### config.mk
export PLATFORM = sky130hd
export DESIGN_NAME = muldiv_unit
export DESIGN_NICKNAME = d
export VERILOG_FILES = /design/src/rtl/muldiv_unit.sv
export SDC_FILE = /design/constraint.sdc
export NUM_CORES = 1
export LEC_CHECK = 0
export CORE_AREA = 2 2 195 197
export CTS_BUF_LIST = sky130_fd_sc_hd__clkbuf_4 sky130_fd_sc_hd__clkbuf_8 sky130_fd_sc_hd__clkbuf_16
export DETAILED_ROUTE_END_ITERATION = 10
export DIE_AREA = 0 0 197 199
export SLEW_MARGIN = 15
export SYNTH_ARGS = -nofsm -noshare
export SYNTH_HDL_FRONTEND = slang
export SYNTH_SLANG_ARGS = --single-unit
### constraint.sdc
create_clock -name clk -period 4.35 [get_ports clk]
set_input_delay 0.87 -clock clk [delete_from_list [all_inputs] [get_ports clk]]
set_output_delay 0.87 -clock clk [all_outputs]
set_load 0.01 [all_outputs]
### src/rtl/muldiv_unit.sv
// Iterative MIPS multiply/divide unit: shift-add MULT/MULTU, restoring DIV/DIVU,
// one iteration per cycle into architectural HI/LO, plus direct MTHI/MTLO writes.
module muldiv_unit #(
    parameter int unsigned WIDTH = 32
) (
    input  logic             clk,
    input  logic             reset,
    input  logic             start,
    input  logic [1:0]       op,
    input  logic [WIDTH-1:0] rsdata,
    input  logic [WIDTH-1:0] rtdata,
    input  logic             mthi,
    input  logic             mtlo,
    output logic             busy,
    output logic             done,
    output logic [WIDTH-1:0] hi,
    output logic [WIDTH-1:0] lo
);

    localparam int unsigned AW = 2 * WIDTH;
    localparam int unsigned CW = $clog2(WIDTH + 1);

    typedef enum logic [1:0] {
        ST_IDLE = 2'd0,
        ST_RUN  = 2'd1,
        ST_FIN  = 2'd2
    } state_t;

    state_t           r_state;
    state_t           w_state_nxt;

    logic             r_is_div;
    logic             r_neg_q;
    logic             r_neg_r;
    logic             r_div0;
    logic [WIDTH-1:0] r_opb;
    logic [AW-1:0]    r_acc;
    logic [CW-1:0]    r_cnt;
    logic             r_busy;
    logic             r_done;
    logic [WIDTH-1:0] r_hi;
    logic [WIDTH-1:0] r_lo;

    logic             w_signed;
    logic             w_sa;
    logic             w_sb;
    logic [WIDTH-1:0] w_mag_a;
    logic [WIDTH-1:0] w_mag_b;
    logic             w_last;
    logic [WIDTH:0]   w_msum;
    logic [AW-1:0]    w_mul_nxt;
    logic [WIDTH:0]   w_trial;
    logic [AW-1:0]    w_div_nxt;
    logic [AW-1:0]    w_prod_fix;
    logic [WIDTH-1:0] w_quo;
    logic [WIDTH-1:0] w_rem;
    logic [WIDTH-1:0] w_quo_fix;
    logic [WIDTH-1:0] w_rem_fix;

    // Operand magnitudes; op[0]=1 selects the unsigned variants.
    assign w_signed = ~op[0];
    assign w_sa     = w_signed & rsdata[WIDTH-1];
    assign w_sb     = w_signed & rtdata[WIDTH-1];
    assign w_mag_a  = w_sa ? (~rsdata + WIDTH'(1)) : rsdata;
    assign w_mag_b  = w_sb ? (~rtdata + WIDTH'(1)) : rtdata;

    assign w_last   = (r_cnt == CW'(WIDTH - 1));

    // Multiply step: acc = {partial product, remaining multiplier bits}.
    assign w_msum    = {1'b0, r_acc[AW-1:WIDTH]} + (r_acc[0] ? {1'b0, r_opb} : {(WIDTH+1){1'b0}});
    assign w_mul_nxt = {w_msum, r_acc[WIDTH-1:1]};

    // Divide step: acc = {remainder, dividend bits shifting into quotient}.
    assign w_trial   = {r_acc[AW-1:WIDTH], r_acc[WIDTH-1]} - {1'b0, r_opb};
    assign w_div_nxt = w_trial[WIDTH] ? {r_acc[AW-2:0], 1'b0}
                                      : {w_trial[WIDTH-1:0], r_acc[WIDTH-2:0], 1'b1};

    // Sign fix; a zero divisor leaves |dividend| in the remainder, so its sign fix restores rsdata.
    assign w_quo      = r_acc[WIDTH-1:0];
    assign w_rem      = r_acc[AW-1:WIDTH];
    assign w_prod_fix = r_neg_q ? (~r_acc + AW'(1)) : r_acc;
    assign w_quo_fix  = r_div0 ? {WIDTH{1'b1}} : (r_neg_q ? (~w_quo + WIDTH'(1)) : w_quo);
    assign w_rem_fix  = r_neg_r ? (~w_rem + WIDTH'(1)) : w_rem;

    always_ff @(posedge clk) begin
        if (reset) begin
            r_state <= ST_IDLE;
        end else begin
            r_state <= w_state_nxt;
        end
    end

    always_comb begin
        w_state_nxt = r_state;
        case (r_state)
            ST_IDLE: if (start) w_state_nxt = ST_RUN;
            ST_RUN:  if (w_last) w_state_nxt = ST_FIN;
            ST_FIN:  w_state_nxt = ST_IDLE;
            default: w_state_nxt = ST_IDLE;
        endcase
    end

    always_ff @(posedge clk) begin
        if (reset) begin
            r_is_div <= 1'b0;
            r_neg_q  <= 1'b0;
            r_neg_r  <= 1'b0;
            r_div0   <= 1'b0;
            r_opb    <= '0;
            r_acc    <= '0;
            r_cnt    <= '0;
            r_busy   <= 1'b0;
            r_done   <= 1'b0;
            r_hi     <= '0;
            r_lo     <= '0;
        end else begin
            r_done <= 1'b0;
            case (r_state)
                ST_IDLE: begin
                    if (start) begin
                        r_is_div <= op[1];
                        r_neg_q  <= w_sa ^ w_sb;
                        r_neg_r  <= w_sa;
                        r_div0   <= (rtdata == '0);
                        r_opb    <= w_mag_b;
                        r_acc    <= {{WIDTH{1'b0}}, w_mag_a};
                        r_cnt    <= '0;
                        r_busy   <= 1'b1;
                    end else begin
                        if (mthi) r_hi <= rsdata;
                        if (mtlo) r_lo <= rsdata;
                    end
                end
                ST_RUN: begin
                    r_acc <= r_is_div ? w_div_nxt : w_mul_nxt;
                    r_cnt <= r_cnt + CW'(1);
                end
                ST_FIN: begin
                    if (r_is_div) begin
                        r_hi <= w_rem_fix;
                        r_lo <= w_quo_fix;
                    end else begin
                        r_hi <= w_prod_fix[AW-1:WIDTH];
                        r_lo <= w_prod_fix[WIDTH-1:0];
                    end
                    r_busy <= 1'b0;
                    r_done <= 1'b1;
                end
                default: r_busy <= 1'b0;
            endcase
        end
    end

    assign busy = r_busy;
    assign done = r_done;
    assign hi   = r_hi;
    assign lo   = r_lo;

endmodule

==> results.sh <==
export IMPL_clock_latency_ns=0.46
export IMPL_critical_path_reg2reg_startpoint="r_acc[0]"
export IMPL_clockBufferDepth=2
export IMPL_fmax_ghz=0.267
export IMPL_cts_root_buffer="clkbuf_16"
export IMPL_grt_pass1_vias=13400
export IMPL_yosys_area_top_type="dfxtp_1"
export IMPL_drive_gt1_share_pct=6.39
export IMPL_synth_top_area_share_pct=25.6
export IMPL_post_drt_wl_per_cell_um=21.4
export IMPL_final_util_pct=43.4
export IMPL_synth_edf_count=0
export IMPL_hold_path_endpoint="r_opb[25]"
export IMPL_dieArea_sq_um=39200
export IMPL_slew_violations=0
export IMPL_fin_skew_ns=0.0175
export IMPL_vias=14100
export IMPL_multiInputGateArea_sq_um=9500
export IMPL_area_growth_pct=18.5
export IMPL_postSynthAreaPerCell_sq_um=7.57
export IMPL_cellLeakagePower_nw=6.18
export IMPL_post_place_cells=2336
export IMPL_synth_seq_area_share_pct=25.6
export IMPL_fp_dieH_um=199
export IMPL_start_kind="flip-flop"
export IMPL_fillers=3837
export IMPL_ys_flop_type="dfxtp_1"
export IMPL_cts_tree="yes"
export IMPL_reg2reg_to="r_acc[56]"
export IMPL_ff2ff_setup_slack_ns=0.60
export IMPL_postCtsHoldBufs=0
export IMPL_synth_distinct_cells=80
export IMPL_crit_buf_inv=1
export IMPL_postCtsSetupRepairBufs=0
export IMPL_nNetsFinal=2023
export IMPL_critPathTopFamily="simple AND/OR/NAND/NOR gates"
export IMPL_avgViaCountPerCell=5.97
export IMPL_die_width_um=197
export IMPL_netlist_area_sq_um=13600
export IMPL_crit_start="r_acc[0]"
export IMPL_grt_overflow=0
export IMPL_crit_path_end_kind="flip-flop"
export IMPL_hp_class="flip-flop to flip-flop"
export IMPL_ys_warnings_count=0
export IMPL_grt_setup_unrepaired="no"
export IMPL_tightest_slew_ns=0.912
export IMPL_critPathMaxFanout=15
export IMPL_syn_nets=1937
export IMPL_finalHoldViolations=0
export IMPL_initial_core_util_pct=36.6
export IMPL_status="finished, final reports clean"
export IMPL_totalWireLength_mm=50.8
export IMPL_io_pins=137
export IMPL_antenna_found_initial=1
export IMPL_post_route_period_util_pct=86.1
export IMPL_min_from="r_opb[25]"
export IMPL_instances_no_fill=2368
export IMPL_firstDrtPassIters=8
export IMPL_synth_area_top_cells="dfxtp_1, nor2_1, xor2_1"
export IMPL_drc_errors=0
export IMPL_cp_arrival_ns=4.11
export IMPL_drtIter0Drc=1216
export IMPL_hold_depth=2
export IMPL_rows=71
export IMPL_power_density_nw_per_um2=294
export IMPL_final_min_clock_period_ns=3.75
export IMPL_cp_required_ns=4.71
export IMPL_grt_pass1_wl_mm=78.1
export IMPL_final_common_cell="nor2_1"
export IMPL_hpwl_mm=38.6
export IMPL_worst_path_largest_cell_delay_ns=0.47
export IMPL_path_cells="clkinv_1, nor2_1, ha_1, o21ai_0, o21ai_0, nand4_1, a211oi_1, nor4_1, nor2_1, a211oi_1, or4_1, a32o_1"
export IMPL_reg2reg_depth=12
export IMPL_grt_max_degree=72
export IMPL_syn_inst=1795
export IMPL_clock_sinks=174
export IMPL_final_cell_mix="nor2_1, dfxtp_1, a21oi_1"
export IMPL_layout_area_seq_sq_um=3490
export IMPL_async_reset_ff_share_pct=0
export IMPL_vdd_ir_drop_max_uv=310
export IMPL_cts_made_buffers=17
export IMPL_setup_violations_final=0
export IMPL_slew_headroom_pct=39.0
export IMPL_pre_cts_slack_ns=0.436
export IMPL_slowest_stage="or4_1"
export IMPL_path_class="flip-flop to flip-flop"
export IMPL_worst_slack_ns=0.605
export IMPL_core_area_sq_um=37100
export IMPL_antenna_cells=0
export IMPL_grt_use_total_pct=25.7
export IMPL_clkTransAtPathRegs_ns=0.08
export IMPL_gp_congestion=0.949
export IMPL_postRouteAntennaNets=0
export IMPL_cts_max_level=4
export IMPL_fin_tns_setup_ns=0
export IMPL_drv_cap=0
export IMPL_port_buffers=136
export IMPL_ctsResizeCount=0
export IMPL_synth_seq_cells=174
export IMPL_finalPower_mw=4.74
[final cells by class]
type	instances	area share [%]
inverter	55	1.28
clock buffer	18	2.69
sequential	174	21.6
multi-input combinational	1448	59.0
tap	474	3.68
timing repair buffer	185	10.8
clock inverter	14	0.978
[tightest hold or removal path: stages (launching register included)]
cell and delay [ns]:
dfxtp_1 0.31, nand2_1 0.05, a21oi_1 0.05
[cell families (layout without fill, tap and decap cells)]
kind of cell,Yosys count,count (layout),share of synthesized area (%)
multiplexers,37,37,2.74
AND/OR/NAND/NOR,579,579,20.1
flip-flops,174,174,25.6
AO/OA/AOI/OAI,594,594,29.2
buffers and inverters,173,272,4.96
XOR/XNOR,167,167,10.8
adder cells (fa/ha/maj),71,71,6.64
[worst max path at each step]
stage	end	slack, ns	depth (start not counted)
detailed placement	r_opb[27]	0.44	10
finish	r_acc[56]	0.60	12
global route	r_acc[63]	0.22	12
floorplan	r_acc[56]	1.28	13
CTS	r_acc[63]	0.61	12
global placement	r_opb[29]	0.50	10
[cell usage after synthesis (6+ instances only)]
cell	count
a21o_1	21
xor2_1	102
dfxtp_1	174
and2_1	10
a22oi_1	20
buf_1	12
a221oi_1	32
nand2b_1	20
o22ai_1	7
a222oi_1	28
o21bai_1	8
nor3_1	38
inv_1	54
nor4_1	10
a311oi_1	6
or4_1	14
o31ai_1	23
a2111oi_0	6
ha_1	69
a211oi_1	83
o211ai_1	16
o41ai_1	9
clkbuf_1	96
o21ai_0	105
buf_2	8
nand4_1	15
xnor2_1	65
o21a_1	10
a31oi_1	15
nor2b_1	19
nand2_1	124
or3_1	24
and3_1	6
nor2_1	246
a21oi_1	164
nand3_1	22
mux2i_1	35
[flip-flops by register name (all words and copies together) (netlist names)]
register / cells
r_div0: 1
r_opb: 32
r_neg_r: 1
r_is_div: 1
r_neg_q: 1
done: 1
lo: 32
r_cnt: 6
busy: 1
r_acc: 64
r_state: 2
hi: 32
[stage by stage]
stage	cell area (sq um)	hold slack [ns]
CTS	16100	0.455
global placement	15500	0.441
global route	16100	0.479
floorplan	13600	0.432
detailed placement	15500	0.446
finish	16100	0.452
[power by group]
part	switching (mW)	internal (mW)	total (mW)
clock	0.742	0.864	1.61
combinational	0.793	0.529	1.32
sequential	0.125	1.69	1.81
[per-layer routing]
| metal | global-route usage, % | vias to the layer above | routed length, um |
|---|---|---|---|
| li1 | - | 6800 | - |
| met1 | 33.0 | 6714 | 22100 |
| met2 | 44.2 | 532 | 24000 |
| met3 | 4.29 | 80 | 3480 |
| met4 | 7.27 | 0 | 1230 |
| met5 | 0 | - | 0 |
Power figures use the tool's default switching activity.
